`src/rtl/seven_segment_capture_if.sv`:
```
`default_nettype none
// ============================================================================
// Module   : seven_segment_capture_if
// Brief    : Multiplexed two-digit seven-segment bus plus the monitor's results.
// Revision : 1.0 - initial release
// ============================================================================
interface seven_segment_capture_if;
    logic [6:0] segments;
    logic       digit;
    logic [3:0] ten_count;
    logic [3:0] unit_count;
    logic       valid;
    logic       update;
    logic       pattern_err;
    logic       seq_err;

    modport master (
        output segments, digit,
        input  ten_count, unit_count, valid, update, pattern_err, seq_err
    );

    modport slave (
        input  segments, digit,
        output ten_count, unit_count, valid, update, pattern_err, seq_err
    );
endinterface
`default_nettype wire

```
`src/rtl/seven_segment_capture.sv`:
```
`default_nettype none
// ============================================================================
// Module   : seven_segment_capture
// Brief    : Decodes a multiplexed seven-segment display back to a BCD pair and
//            publishes it once it has been stable for STABLE_FRAMES frames.
// Revision : 1.0 - initial release
// ============================================================================
module seven_segment_capture #(
    parameter int STABLE_FRAMES = 2
) (
    input  logic                     clk,
    input  logic                     reset,
    seven_segment_capture_if.slave   bus
);
    localparam logic [3:0] c_STABLE = 4'(STABLE_FRAMES);

    typedef enum logic [1:0] {
        ST_SYNC     = 2'd0,
        ST_GOT_UNIT = 2'd1,
        ST_GOT_TEN  = 2'd2
    } state_t;

    state_t     r_state;
    logic [6:0] r_seg;
    logic       r_dig;
    logic [3:0] r_unit_lat;
    logic [7:0] r_cand;
    logic [3:0] r_match;
    logic [3:0] r_ten;
    logic [3:0] r_unit;
    logic       r_valid;
    logic       r_update;
    logic       r_perr;
    logic       r_serr;

    logic [3:0] w_val;
    logic       w_legal;
    logic       w_seq_bad;
    logic [7:0] w_frame;
    logic       w_publish;

    always_comb begin
        w_legal = 1'b1;
        w_val   = 4'hF;
        case (r_seg)
            7'b0111111: w_val = 4'd0;
            7'b0000110: w_val = 4'd1;
            7'b1011011: w_val = 4'd2;
            7'b1001111: w_val = 4'd3;
            7'b1100110: w_val = 4'd4;
            7'b1101101: w_val = 4'd5;
            7'b1111100: w_val = 4'd6;
            7'b0000111: w_val = 4'd7;
            7'b1111111: w_val = 4'd8;
            7'b1100111: w_val = 4'd9;
            7'b0000000: w_val = 4'hF;
            default:    w_legal = 1'b0;
        endcase
    end

    assign w_seq_bad = ((r_state == ST_GOT_UNIT) && !r_dig) ||
                       ((r_state == ST_GOT_TEN)  &&  r_dig);
    assign w_frame   = {w_val, r_unit_lat};
    // Publish only a fully qualified candidate that differs from what is shown.
    assign w_publish = (r_match == c_STABLE) && (!r_valid || (r_cand != {r_ten, r_unit}));

    always_ff @(posedge clk) begin
        if (reset) begin
            r_state    <= ST_SYNC;
            r_seg      <= 7'd0;
            r_dig      <= 1'b0;
            r_unit_lat <= 4'd0;
            r_cand     <= 8'd0;
            r_match    <= 4'd0;
            r_ten      <= 4'd0;
            r_unit     <= 4'd0;
            r_valid    <= 1'b0;
            r_update   <= 1'b0;
            r_perr     <= 1'b0;
            r_serr     <= 1'b0;
        end else begin
            r_seg    <= bus.segments;
            r_dig    <= bus.digit;
            r_update <= 1'b0;
            r_perr   <= 1'b0;
            r_serr   <= 1'b0;

            if (w_publish) begin
                r_ten    <= r_cand[7:4];
                r_unit   <= r_cand[3:0];
                r_valid  <= 1'b1;
                r_update <= 1'b1;
            end

            if (!w_legal) begin
                r_perr  <= 1'b1;
                r_serr  <= w_seq_bad;
                r_match <= 4'd0;
                r_state <= ST_SYNC;
            end else begin
                case (r_state)
                    ST_SYNC: begin
                        if (!r_dig) begin
                            r_unit_lat <= w_val;
                            r_state    <= ST_GOT_UNIT;
                        end
                    end
                    ST_GOT_UNIT: begin
                        if (r_dig) begin
                            if (w_frame == r_cand) begin
                                r_match <= (r_match >= c_STABLE) ? c_STABLE : r_match + 4'd1;
                            end else begin
                                r_cand  <= w_frame;
                                r_match <= 4'd1;
                            end
                            r_state <= ST_GOT_TEN;
                        end else begin
                            // A repeated units sample replaces the pending unit.
                            r_serr     <= 1'b1;
                            r_unit_lat <= w_val;
                        end
                    end
                    ST_GOT_TEN: begin
                        if (!r_dig) begin
                            r_unit_lat <= w_val;
                            r_state    <= ST_GOT_UNIT;
                        end else begin
                            r_serr  <= 1'b1;
                            r_state <= ST_SYNC;
                        end
                    end
                    default: r_state <= ST_SYNC;
                endcase
            end
        end
    end

    assign bus.ten_count   = r_ten;
    assign bus.unit_count  = r_unit;
    assign bus.valid       = r_valid;
    assign bus.update      = r_update;
    assign bus.pattern_err = r_perr;
    assign bus.seq_err     = r_serr;
endmodule
`default_nettype wire
```
`src/flat_wrapper.sv`:
```
// flat-port wrapper written by rule: the top's interface ports become plain ports
module seven_segment_capture_flat 
#(
    parameter int STABLE_FRAMES = 2
)
  (clk, reset, bus_segments, bus_digit, bus_ten_count, bus_unit_count, bus_valid, bus_update, bus_pattern_err, bus_seq_err);
  seven_segment_capture_if bus_i ();
  input  logic clk;
  input  logic reset;
  input wire logic [$bits(bus_i.segments)-1:0] bus_segments;
  input wire logic [$bits(bus_i.digit)-1:0] bus_digit;
  output wire logic [$bits(bus_i.ten_count)-1:0] bus_ten_count;
  output wire logic [$bits(bus_i.unit_count)-1:0] bus_unit_count;
  output wire logic [$bits(bus_i.valid)-1:0] bus_valid;
  output wire logic [$bits(bus_i.update)-1:0] bus_update;
  output wire logic [$bits(bus_i.pattern_err)-1:0] bus_pattern_err;
  output wire logic [$bits(bus_i.seq_err)-1:0] bus_seq_err;
  assign bus_i.segments = bus_segments;
  assign bus_i.digit = bus_digit;
  assign bus_ten_count = bus_i.ten_count;
  assign bus_unit_count = bus_i.unit_count;
  assign bus_valid = bus_i.valid;
  assign bus_update = bus_i.update;
  assign bus_pattern_err = bus_i.pattern_err;
  assign bus_seq_err = bus_i.seq_err;
  seven_segment_capture #(.STABLE_FRAMES(STABLE_FRAMES)) u_core (.clk(clk), .reset(reset), .bus(bus_i));
endmodule
```
`config.mk`:
```
export PLATFORM = sky130hd
export DESIGN_NAME = seven_segment_capture_flat
export DESIGN_NICKNAME = d
export VERILOG_FILES = /design/src/rtl/seven_segment_capture_if.sv /design/src/rtl/seven_segment_capture.sv /design/src/flat_wrapper.sv
export SDC_FILE = /design/constraint.sdc
export NUM_CORES = 1
export LEC_CHECK = 0
export CAP_MARGIN = 25
export CORE_MARGIN = 5
export CORE_UTILIZATION = 50
export DETAILED_ROUTE_END_ITERATION = 8
export GPL_ROUTABILITY_DRIVEN = 0
export PLACE_DENSITY = 0.73
export RECOVER_POWER = 25
export SYNTH_ARGS = -nofsm -noshare
export SYNTH_HDL_FRONTEND = slang
export SYNTH_SLANG_ARGS = --single-unit
export TNS_END_PERCENT = 100
```
`constraint.sdc`:
```
create_clock -name clk -period 4.4 [get_ports clk]
set_clock_uncertainty 0.2 [all_clocks]
set_input_delay 0.44 -clock clk [delete_from_list [all_inputs] [get_ports clk]]
set_output_delay 0.44 -clock clk [all_outputs]
set_load 0.01 [all_outputs]
```
== After elaboration in Yosys (flattened, before gate mapping) ==
Cells that the tools add are included.

* Add/sub/neg operators: 1
* $lt $le $gt $ge: 1
* Eq/ne operators: 17
* Mux-type cells: 14
* Bitwise logic cells: 3
* Reductions and logical operators: 16

{| class="wikitable"
|+ Operators by type and width
! kind !! number
|-
| $eq 7x7->1 const B || 7
|-
| $pmux 4 s10 || 1
|-
| $eq 7x3->1 const B || 2
|-
| $reduce_or 11->1 || 1
|-
| $eq 8x8->1 || 1
|-
| $mux 4 || 2
|-
| $ne 8x8->1 || 1
|-
| $eq 7x6->1 const B || 1
|-
| $logic_not 7->1 || 1
|-
| $mux 1 || 7
|-
| $pmux 2 s3 || 1
|-
| $add 4x1->4 const B || 1
|-
| $eq 4x2->1 const B || 1
|-
| $ge 4x2->1 const B || 1
|-
| $mux 2 || 2
|-
| $reduce_and 2->1 || 2
|-
| $reduce_and 4->1 || 1
|-
| $logic_and 1x1->1 || 3
|-
| $not 1->1 || 3
|-
| $reduce_and 3->1 || 1
|-
| $reduce_or 3->1 || 1
|-
| $eq 2x1->1 const B || 1
|-
| $eq 2x2->1 const B || 1
|-
| $logic_not 1->1 || 2
|-
| 6 further kinds || 7
|}

* Flip-flop bits (word level): 38
* Word-level logic and storage cells: 64

== Longest topological paths before layout ==
Gate-level depths: netlist of run 1.

* Depth in word-level cells: 5
* Gate-level depth with buffers: 8

== Worst setup path before layout of run 1 ==
No wires, ideal clock.

* Path type: register -> register
* From: register u_core.r_seg[0]
* To: register u_core.r_cand[5]
* Setup time: 0.117 ns
* Data arrival time: 2.471 ns
* Data required time: 4.083 ns
* Path slack: 1.613 ns
* Stages on the path, launching flop included: 9
* Path buffers: 1
* Path through: dfxtp_1 > buf_6 > or4_4 > a211o_1 > and3_4 > a211o_1 > o211a_4 > a31o_4 > a22o_1

* Word-level cells in the longest chain between the ends: 5
* Elaborated cells on any way between the ends: 17

{| class="wikitable"
|+ RTL lines
! item !! line !! RTL
|-
| start: declaration || seven_segment_capture.sv:24 || <nowiki>logic [6:0] r_seg;</nowiki>
|-
| start signal: assignment || seven_segment_capture.sv:82 || <nowiki>r_seg <= bus.segments;</nowiki>
|-
| $eq 7x7->1 (tied with other cells) || seven_segment_capture.sv:45 || <nowiki>case (r_seg)</nowiki>
|-
| $pmux 4 s10 || seven_segment_capture.sv:45 ||
|-
| $eq 8x8->1 || seven_segment_capture.sv:110 || <nowiki>if (w_frame == r_cand) begin</nowiki>
|-
| $not 1->1 (no source line) || -- ||
|-
| $reduce_and 4->1 (no source line) || -- ||
|-
| end signal: assignment || seven_segment_capture.sv:113 || <nowiki>r_cand <= w_frame;</nowiki>
|-
| end: declaration || seven_segment_capture.sv:27 || <nowiki>logic [7:0] r_cand;</nowiki>
|}

Parallel ways exist; a longest one is shown, timed or not.
A chain may end at the register's enable or synchronous reset.

== Worst setup path after layout of run 1 ==
* From: register u_core.r_seg[3]
* To: register u_core.r_cand[7]

The elaborated chain is that of the path after synthesis.

==> results of run 1 <==
worst max-delay path by stage:
stage | from | endpoint | slack [ns] | cells past startpoint
after global routing | u_core.r_seg[3]$_SDFF_PP0_ | u_core.r_cand[2]$_SDFFE_PP0P_ | 1.24 | 7
after detailed placement | u_core.r_seg[3]$_SDFF_PP0_ | u_core.r_cand[7]$_SDFFE_PP0P_ | 1.44 | 7
after CTS | u_core.r_seg[3]$_SDFF_PP0_ | u_core.r_cand[7]$_SDFFE_PP0P_ | 1.42 | 7
after global placement | u_core.r_seg[3]$_SDFF_PP0_ | u_core.r_cand[3]$_SDFFE_PP0P_ | 1.52 | 7
after floorplan | u_core.r_seg[0]$_SDFF_PP0_ | u_core.r_cand[5]$_SDFFE_PP0P_ | 1.61 | 8
final | u_core.r_seg[3]$_SDFF_PP0_ | u_core.r_cand[7]$_SDFFE_PP0P_ | 1.37 | 7
metal layers:
| metal | share of wire [%] | GRT usage [%] |
|---|---|---|
| met4 | 2.2 | 6.89 |
| met3 | 4.7 | 4.40 |
| met5 | 0 | 0 |
| met2 | 50 | 29.6 |
| met1 | 43 | 19.6 |
cells by family after synthesis:
family	Yosys count	synth area share, %
buffers and inverters	16	3.74
adder cells (fa/ha/maj)	2	1.36
multiplexers	12	6.53
AND/OR/NAND/NOR	75	22.6
XOR/XNOR	15	7.14
flip-flops	38	41.4
AO/OA/AOI/OAI	40	17.3
state kept, by name, indices dropped and copies added, names as in the netlist, 2 cells and up:
| signal | count |
|---|---|
| u_core.bus.ten_count | 4 |
| u_core.bus.unit_count | 4 |
| u_core.r_cand | 8 |
| u_core.r_match | 4 |
| u_core.r_seg | 7 |
| u_core.r_state | 2 |
| u_core.r_unit_lat | 4 |
power breakdown:
| group | total [mW] | leakage (nW) | switching (mW) | internal, mW |
|---|---|---|---|---|
| Clock | 0.298 | 0.0573 | 0.117 | 0.181 |
| Sequential | 0.366 | 0.309 | 0.0136 | 0.352 |
| Combinational | 0.0455 | 0.481 | 0.0214 | 0.0241 |
| Total | 0.709 | 0.847 | 0.152 | 0.558 |
through the flow:
stage	worst slack, ns	std cells	hold slack (ns)
floorplan	1.61	198	0.223
global placement	1.52	258	0.236
detailed placement	1.44	258	0.237
finish	1.37	265	0.245
global route	1.24	265	0.293
CTS	1.42	265	0.247
final cells by class:
| type | instances | area share, % |
|---|---|---|
| multi-input combinational | 144 | 46.2 |
| sequential | 38 | 34.8 |
| timing repair buffer | 22 | 9.97 |
| clock buffer | 6 | 3.78 |
| tap | 48 | 2.75 |
| clock inverter | 1 | 1.38 |
| inverter | 6 | 1.03 |
cell usage in the layout (no fill, tap or decap), types with 2 or more instances in the layout:
| cell | count |
|---|---|
| o21ai_1 | 3 |
| nor2_1 | 24 |
| o21ai_0 | 2 |
| mux2i_1 | 12 |
| inv_1 | 6 |
| xnor2_1 | 7 |
| ha_1 | 2 |
| o21a_1 | 2 |
| o31ai_1 | 2 |
| nand2_1 | 8 |
| a211oi_1 | 2 |
| clkdlybuf4s50_1 | 17 |
| nand4_1 | 4 |
| a22o_1 | 7 |
| dlygate4sd3_1 | 4 |
| and4b_1 | 2 |
| nor3_1 | 4 |
| xor2_1 | 8 |
| a211o_1 | 2 |
| dfxtp_1 | 38 |
| nand3_1 | 4 |
| nor2b_1 | 10 |
| nor4_1 | 6 |
| clkbuf_8 | 6 |
| nor3b_1 | 3 |
| a21oi_1 | 7 |
critical path, stage by stage, from the launching register on:
cell,delay (ns)
dfxtp_1,0.45
or4b_1,0.61
o32a_1,0.32
o21ai_1,0.27
xnor2_1,0.13
o21ai_1,0.50
a21boi_2,0.23
a22o_1,0.22
==> run summary, run 1 <==
Run status = finished, final reports clean
Clk slew on worst S/H paths = 0.07 ns
Via Count = 1523
N_diodes = 0
Worst hold endpoint = u_core.r_match[3]$_SDFFE_PP0P_
Leakage power = 0.847 nW
R2R setup slack = 1.37 ns
Final setup vio count = 0
Vias per inst = 5.75
Die width = 70.7 um
Placed instance area = 2070 um^2
CTS tree = built
Synth Flop Type = dfxtp_1
Post-route cell area = 2180 um^2
Synth Warn # = 0
Total GRT Usage = 16.9%
Gr ovfl total = 0
Drt first pass iters = 4
Cells after Synth = 198
Mapped Nets = 210
Crit path launch type = flop
Initial DRC count = 193
Util after Layout = 60.5%
Critical path type = flop to flop
Port buffer count = 21
Most common library cells after synthesis = dfxtp_1, nor2_1, mux2i_1, nor2b_1
H-tree depth = 2
Multi-input gate area = 1010 um^2
Fillers = 333
Layout area overhead = 18.7%
Pwr Density = 325 nW/um^2
Setup bufs post-CTS = 0
Seq/Total Area, Yosys = 41.4%
Flops & latches, synth = 38
Total Wirelength = 3970 um
Initial Utilization = 51.0%
R2r worst-path depth = 7
Layout cells sized above 1 = 6.91%
Largest fanout on the critical path = 12
HP Start = u_core.r_match[3]$_SDFFE_PP0P_
Worst EP arrival = 3.02 ns
Clk_lat worst skew = 0.29 ns
Fin crit share = 68.9%
CTS buffer count = 5
Top-count cell post-synth = dfxtp_1
CTS Root Buffer Type = clkbuf_8
DR WL/cell = 15.0 um
Critical path endpoint category = flop
HP Class = flop to flop
Max IR drop VDD = 161 uV
Register Area = 761 um^2
RR Endpoint = u_core.r_cand[7]$_SDFFE_PP0P_
Vias in the first global route = 1486
Reg-to-reg startpoint = u_core.r_seg[3]$_SDFF_PP0_
Hold Path Stages = 2
Routed Antenna Nets = 0
Pin count of the biggest net entering global routing = 29
Initial antenna violation count = 0
Slew headroom = 34.0%
Worst slew pin tran = 0.987 ns
Synth Area per Inst = 9.29 um^2
First-pass GRT wire length = 6760 um
Largest cells by area after synthesis = dfxtp_1, mux2i_1, nor2_1
Final setup TNS = 0 ns
Number of flops mapped to enable cells by yosys = 0
Clock buffer depth = 2
DRC viols = 0
Pwr Total = 0.709 mW
Row count = 22
Ports = 22
Final min period = 3.03 ns
Nets = 229
RSZ-0062 raised after global routing = false
Number of max-slew violations in the final report = 0
Fmax = 330 MHz
Post-CTS resize count = 0
Async set-reset flop share out of synthesis = 0%
Core Box Area = 3610 um^2
Die Y-Extent = 70.7 um
Synth cell types = 50
Post-DP HPWL = 2860 um
Synthesized area = 1840 um^2
Final Hold Fails = 0
Dominant cell type by area after synthesis = dfxtp_1
Clk sink count = 38
Synth top area share = 41.4%
CP required = 4.38 ns
Cts hold-fix bufs = 0
DIE AREA = 4990 um^2
Total of max-cap violations = 0
Note: power is estimated with default switching activity, not from simulation.
==> run 2, diff against run 1 <==
CORE_UTILIZATION = 49   (was 50)
PLACE_DENSITY = 0.74   (was 0.73)
clock period = 2.5 ns   (was 4.4 ns; I/O delays follow)
==> run 2 against run 1 <==
  * The run now ends with negative setup slack left
  * Worst hold slack improved by 0.015 ns
  * Power rose by 96%
  * Largest power group is now clock
  * Register-to-register slack got worse by 1.6 ns
  * Largest cell class unchanged
  * Global-route usage fell by 0.20 points
  * Non-clock buffer count rose by 27
  * Critical endpoint is now u_core.r_cand[0]$_SDFFE_PP0P_
  * Critical path type unchanged
  * Via count rose by 3.9%
  * Routed wire length rose by 3.7%
==> run summary, run 2 (synthesis results as in run 1) <==
Run status = finished, violations left (was finished, final reports clean)
Failing checks = negative setup slack
DRC viols = 0 (unchanged)
CTS Root Buffer Type = clkbuf_8 (unchanged)
Port buffer count = 21 (unchanged)
Worst slew pin tran = 0.539 ns (was 0.987 ns)
Commonest cells after routing, fill and taps aside = dfxtp_1, buf_4, nor2_1, clkdlybuf4s50_1, mux2i_1 (was dfxtp_1, nor2_1, clkdlybuf4s50_1, mux2i_1, nor2b_1)
Initial antenna violation count = 0 (unchanged)
Final Hold Fails = 0 (unchanged)
DR top layer = met4 (unchanged)
Vias in the first global route = 1494 (was 1486)
CP Cell Sequence = buf_4 -> or4_4 -> a211o_1 -> and3_4 -> a211o_1 -> o211a_4 -> a31o_4 -> a22o_1 (was or4b_1 -> o32a_1 -> o21ai_1 -> xnor2_1 -> o21ai_1 -> a21boi_2 -> a22o_1)
Final worst slack = -0.247 ns (was 1.37 ns)
Most common cell after layout, fill and taps aside = dfxtp_1 (unchanged)
Nets = 256 (was 229)
Initial DRC count = 108 (was 193)
Max IR drop VDD = 351 uV (was 161 uV)
Gr ovfl total = 0 (unchanged)
Vias per inst = 5.40 (was 5.75)
Clk sink count = 38 (unchanged)
Clk slew on worst S/H paths = 0.08 ns (was 0.07 ns)
Critical path endpoint category = flop (unchanged)
Layout area overhead = 35.5% (was 18.7%)
Top flop regs = u_core.r_cand x8, u_core.r_seg x7 (unchanged)
N_diodes = 0 (unchanged)
Hold Slack = 0.260 ns (was 0.245 ns)
H-tree depth = 2 (unchanged)
Most common cell on crit path = a211o_1 (was o21ai_1)
Post-DP HPWL = 2870 um (was 2860 um)
DIE AREA = 5080 um^2 (was 4990 um^2)
Crit path launch type = flop (unchanged)
Drt first pass iters = 4 (unchanged)
Clk_lat worst skew = 0.30 ns (was 0.29 ns)
Core Box Area = 3660 um^2 (was 3610 um^2)
Number of max-slew violations in the final report = 0 (unchanged)
CTS buffer count = 5 (unchanged)
Leakage power = 1.00 nW (was 0.847 nW)
Die width = 71.3 um (was 70.7 um)
HP Class = flop to flop (unchanged)
Pin count of the biggest net entering global routing = 17 (was 29)
Total Wirelength = 4120 um (was 3970 um)
Critical path type = flop to flop (unchanged)
CP max-delay cell = or4_4 (was or4b_1)
RSZ-0062 raised after global routing = true (was false)
Via Count = 1583 (was 1523)
Ports = 22 (unchanged)
Row count = 22 (unchanged)
WL met1 = 1900 um (was 1700 um)
DR WL met3 = 201 um (was 188 um)
Routed Antenna Nets = 0 (unchanged)
Final min period = 2.75 ns (was 3.03 ns)
Final setup vio count = 10 (was 0)
Biggest register = u_core.r_cand (unchanged)
Pwr Density = 558 nW/um^2 (was 325 nW/um^2)
Fin crit share = 110% (was 68.9%)
CP max stage delay = 0.43 ns (was 0.61 ns)
Slew headroom = 63.8% (was 34.0%)
First-pass GRT wire length = 6780 um (was 6760 um)
Total of max-cap violations = 0 (unchanged)
Number of flip-flops in the largest register = 8 (unchanged)
Met2 WL post-DR = 1960 um (was 2000 um)
Initial Utilization = 50.2% (was 51.0%)
Fmax = 364 MHz (was 330 MHz)
DR WL/cell = 14.1 um (was 15.0 um)
CP required = 2.49 ns (was 4.38 ns)
Clock buffer depth = 2 (unchanged)
CTS tree = built (unchanged)
Die Y-Extent = 71.3 um (was 70.7 um)
Fillers = 298 (was 333)
Layout cells sized above 1 = 21.2% (was 6.91%)
Pwr Total = 1.39 mW (was 0.709 mW)
Final setup TNS = -1.92 ns (was 0 ns)
Worst EP arrival = 2.73 ns (was 3.02 ns)
Total GRT Usage = 16.7% (was 16.9%)
Largest fanout on the critical path = 7 (was 12)
==> run 2: path summary, 6_finish.rpt <==
path	from	endpoint	slack (ns)	cells after the start
hold reg to reg	u_core.r_match[3]$_SDFFE_PP0P_	u_core.r_match[3]$_SDFFE_PP0P_	0.26	2
setup reg to reg	u_core.r_seg[5]$_SDFF_PP0_	u_core.r_cand[0]$_SDFFE_PP0P_	-0.25	8
setup / recovery	u_core.r_seg[5]$_SDFF_PP0_	u_core.r_cand[0]$_SDFFE_PP0P_	-0.25	8
hold / removal	u_core.r_match[3]$_SDFFE_PP0P_	u_core.r_match[3]$_SDFFE_PP0P_	0.26	2
==> run 2: power by group <==
part | internal, mW | switching, mW | total (mW)
combinational | 0.0672 | 0.0564 | 0.124
clock | 0.400 | 0.234 | 0.634
sequential | 0.620 | 0.0126 | 0.633
total | 1.09 | 0.303 | 1.39
==> run 2: layer usage <==
metal	vias to the layer above	track usage, %
li1	804	-
met1	736	21.4
met2	38	27.1
met3	5	4.63
met4	0	5.64
met5	-	0
==> run 2: area by class of cell <==
type,count,area [um^2],share of cell area [%]
clock buffers,5,68.8,2.76
multi-input cells,144,1080,43.2
flip-flops and latches,38,763,30.6
clock inverters,3,68.8,2.76
inverters,6,22.5,0.904
repair buffers,49,433,17.4
well taps,48,60.1,2.41
==> run 2: through the flow <==
step | cells | cell area [um^2] | setup slack [ns] | util, %
floorplan | 198 | 1840 | -0.233 | -
global placement | 282 | 2260 | -0.188 | 61.8
detailed placement | 282 | 2260 | -0.253 | 61.8
CTS | 293 | 2450 | -0.269 | 67.0
global route | 293 | 2490 | -0.301 | 68.1
finish | 293 | 2490 | -0.247 | 68.1
==> run 2: critical path, delay by kind of cell, from the launching register on <==
kind | cells | cell delay (ns)
buffers and inverters | 1 | 0.15
AOI/OAI and AO/OA | 5 | 1.34
DFF | 1 | 0.34
and+or+nand+nor | 2 | 0.61
==> run 2: timing repair <==
item	4_1_cts	5_1_grt
hold buffers	0	0
pin swaps	5	8
endpoints found under the setup margin	13	17
buffers inserted	3	1
gates resized for setup	7	8
==> edit 1 (settings of run 2) <==
Make the reset (`reset`) asynchronous in one clocked block.
--- a/src/rtl/seven_segment_capture.sv
+++ b/src/rtl/seven_segment_capture.sv
@@ -64,7 +64,7 @@
     // Publish only a fully qualified candidate that differs from what is shown.
     assign w_publish = (r_match == c_STABLE) && (!r_valid || (r_cand != {r_ten, r_unit}));
 
-    always_ff @(posedge clk) begin
+    always_ff @(posedge clk or posedge reset) begin
         if (reset) begin
             r_state    <= ST_SYNC;
             r_seg      <= 7'd0;
Function: differs if reset is asserted again (counterexample within 4 cycles, from zero or initial values and one cycle with reset high); with reset held inactive, the same outputs for 10 cycles.
==> edit 1 against run 2 <==
The flow still finishes with violations (negative setup slack). Die area rose by 1.1%. Wire length rose by 4.7%. Non-clock buffer count rose by 5. Synthesized area rose by 1.3%. Sequential power rose by 11%. Cell area rose by 4.1%. First-iteration DRC count rose by 3.7%. Sequential cell count did not move. Setup slack got worse by 0.071 ns. Total power fell by 5.1%. Critical path type unchanged. Critical endpoint is now u_core.r_cand[2]$_DFFE_PP0P_.
==> edit 1: results (changes against run 2) <==
- Outcome: finished, violations left
- Violated checks: negative setup slack
- Cell internal pwr: 981 µW (-9.7%)
- Buffers excl. clock: 54 (+10%)
- Mux cell area share after synthesis: 0.108 (+0.0428)
- VDD IR-drop max: 418 µV (+19%)
- Overall die area: 0.00514 mm² (+1.1%)
- Hold Path Class: in -> reg
- WL final: 4310 µm (+4.7%)
- Dpl cells: 248 (-12%)
- Dpl hpwl: 2970 µm (+3.6%)
- Syn nets: 171 (-19%)
- Fill count: 256 (-14%)
- Setup violators final: 16 (+6)
- Fraction of area in multi-input gates: 0.382 (-0.0497)
- Hold Path Depth: 1 (-1)
- Critical Path AT: 2.79 ns (+0.06 ns)
- P_leak: 0.00117 µW (+17%)
- Crit path largest cell delay: 0.46 ns (+0.03 ns)
- Share of layout cells above drive strength 1: 0.338 (+0.126)
- FFs w/ async S/R, synth: 1.00 (+1.00)
- Worst r2r path cells: 7 (-1)
- PostCTS Resize Cnt: 16 (+9)
- Endpoint, Worst Hold: u_core.r_seg[3]$_DFF_PP0_
- Setup TNS: -3.12 ns (-1.20 ns)
- Largest net degree at the start of global routing: 39 (+22)
- Final nets: 230 (-10%)
- Post-synthesis compound-gate area fraction: 0.111 (-0.0620)
- Seq/Total Area, Yosys: 0.510 (+0.0968)
- Final worst slack: -0.318 ns (-0.0712 ns)
- Fin util: 0.708 (+0.0277)
- Synth Area in Adders: 0.0134 (-0.000174)
- Critical path origin: u_core.r_seg[3]$_DFF_PP0_
- Clock buf count: 7 (+2)
- Sequential share of cell area: 0.367 (+0.0604)
- First-pass GRT wire length: 7030 µm (+3.8%)
- Final hold slack: 0.311 ns (+0.0512 ns)
- Worst-path fanout max: 6 (-1)
- HP Start: bus_segments[3]
- WL/cell: 16.2 µm (+15%)
- Slowest CP cell: a2111oi_4
- FF-to-FF End: u_core.r_cand[2]$_DFFE_PP0P_
- Worst slew margin: 0.388 (-0.250)
- Vias: 1455 (-8.1%)
-- edit 1: changes by cell type after synthesis, sizes merged, moves of 11 or more --
cell | before | now
dfxtp | 38 | 0
mux2i | 12 | 1
nand2 | 8 | 20
dfrtp | 0 | 38
nor2 | 24 | 9
mux2 | 0 | 15
-- edit 1: layer usage --
layer  wire length [µm]  vias up  GRT usage
li1                   -      688          -
met1               1800      720      0.208
met2               2270       38      0.309
met3                188        9     0.0449
met4                 59        0     0.0480
met5                  0        -          0
-- edit 1: worst register-to-register path, cell delays in order (launching register included) --
cell,delay [ns]
dfrtp_1,0.41
or3b_4,0.42
a2111oi_4,0.46
nor2_1,0.15
xor2_1,0.29
a2bb2oi_4,0.11
o21ai_4,0.31
mux2_4,0.34
-- edit 1: power groups by stage --
stage | sequential (µW) | clock (µW) | combinational (µW)
global placement | 704 | 0 | 157
detailed placement | 707 | 0 | 162
finish | 700 | 432 | 186
global route | 705 | 472 | 203
floorplan | 698 | 0 | 108
CTS | 697 | 442 | 180
==> edit 2 (config.mk and constraints of run 2) <==
Made on the original files. The 3 states of `state_t` get a one-hot encoding in 3 bits.
--- a/src/rtl/seven_segment_capture.sv
+++ b/src/rtl/seven_segment_capture.sv
@@ -14,10 +14,10 @@
 );
     localparam logic [3:0] c_STABLE = 4'(STABLE_FRAMES);
 
-    typedef enum logic [1:0] {
-        ST_SYNC     = 2'd0,
-        ST_GOT_UNIT = 2'd1,
-        ST_GOT_TEN  = 2'd2
+    typedef enum logic [2:0] {
+        ST_SYNC     = 3'b001,
+        ST_GOT_UNIT = 3'b010,
+        ST_GOT_TEN  = 3'b100
     } state_t;
 
     state_t     r_state;
Behaviour: no difference found for any inputs over 10 cycles, from zero or initial values and one cycle with reset high; not proved beyond that.
==> edit 2 against run 2 <==
The run still ends with negative setup slack left. Wire length increased by 19%. Highest routed layer unchanged. Cell area increased by 10%. Setup slack improved by 0.13 ns. Total power increased by 0.65%. Clock power decreased by 3%. Via count increased by 17%. Combinational power increased by 5%. Synthesized area increased by 13%. Sequential cell count increased by 1.
==> edit 2: results (changes against run 2) <==
- Final hold slack: 0.288 ns (+0.0277 ns)
- Met1 WL: 2130 µm (+12%)
- Largest net degree at the start of global routing: 29 (+12)
- CP delay by family, top: simple AND/OR/NAND/NOR gates
- Syn nets: 246 (+17%)
- Top cells by count, synth: dfxtp_1, nand2_1, nor2_1
- Area contributors post-synth: dfxtp_1, nand2_1, xor2_1
- GRT Resource Usage Total: 0.195 (+0.0281)
- DR WL met3: 217 µm (+8.0%)
- WL final: 4910 µm (+19%)
- Final worst slack: -0.120 ns (+0.127 ns)
- Violated checks: negative setup slack
- Pre-CTS WS: -0.163 ns (+0.0899 ns)
- Comb power: 130 µW (+5%)
- HP Start: u_core.bus.unit_count[0]$_SDFFE_PP0P_
- First-pass GRT wire length: 8330 µm (+23%)
- Share of layout cells above drive strength 1: 0.226 (+0.0136)
- Outcome: finished, violations left
- P_leak: 0.00104 µW (+3.5%)
- Dpl cells: 316 (+12%)
- Fill count: 327 (+9.7%)
- Synth Instances: 234 (+18%)
- Crit path largest cell delay: 0.54 ns (+0.11 ns)
- Worst slew margin: 0.646 (+0.00797)
- DRT iter0 DRCs: 103 (-4.6%)
- Pwr Total: 1400 µW (+0.65%)
- Switching power: 300 µW (-0.92%)
- Worst-path fanout max: 8 (+1)
- Post-place instance area: 0.00247 mm² (+9.3%)
- VDD IR-drop max: 423 µV (+21%)
- GRT met3 Usage: 0.0534 (+0.00712)
- Setup violators final: 13 (+3)
[edit 2: cell count changes after synthesis, moves of 4 or more]
cell     change
a21oi_1      +9
a311o_1      +6
mux2i_1      -6
nor2_1       -4
nor4b_1      +7
a22o_1       -6
nor3b_1      +4
inv_1        -4
nand2_1     +16
[edit 2: worst max-delay path by stage]
stage,slack (ns),from,end
5_1_grt,-0.19,u_core.r_seg[5]$_SDFF_PP0_,u_core.r_match[2]$_SDFFE_PP0P_
3_5_place_dp,-0.16,u_core.r_seg[0]$_SDFF_PP0_,u_core.r_cand[6]$_SDFFE_PP0P_
3_3_place_gp,-0.10,u_core.r_seg[0]$_SDFF_PP0_,u_core.r_cand[6]$_SDFFE_PP0P_
6_report,-0.12,u_core.r_seg[5]$_SDFF_PP0_,u_core.r_match[2]$_SDFFE_PP0P_
4_1_cts,-0.13,u_core.r_seg[4]$_SDFF_PP0_,u_core.r_cand[1]$_SDFFE_PP0P_
2_1_floorplan,-0.13,u_core.r_seg[0]$_SDFF_PP0_,u_core.r_cand[6]$_SDFFE_PP0P_
[edit 2: logic make-up (layout without fill, tap and decap cells)]
group,after synthesis,count (layout),share of synthesized area
simple gates,107,107,0.288
compound gates,45,45,0.169
flops,39,39,0.377
xor+xnor,18,18,0.0851
buf+inv,17,62,0.0404
mux,6,6,0.0290
fa+ha+maj,2,2,0.0121
[edit 2: area by class of cell]
cell class / count / area share
inverters: 2 / 0.00273
clock buffers: 6 / 0.0264
well taps: 50 / 0.0228
repair buffers: 52 / 0.168
multi-input cells: 178 / 0.472
clock inverters: 2 / 0.0218
flip-flops and latches: 39 / 0.286
[edit 2: timing repair]
| item | CTS | global route |
|---|---|---|
| setup buffers | 4 | 1 |
| pin swaps | 14 | 7 |
| endpoints found under the setup margin | 14 | 16 |
| gates resized for setup | 17 | 8 |
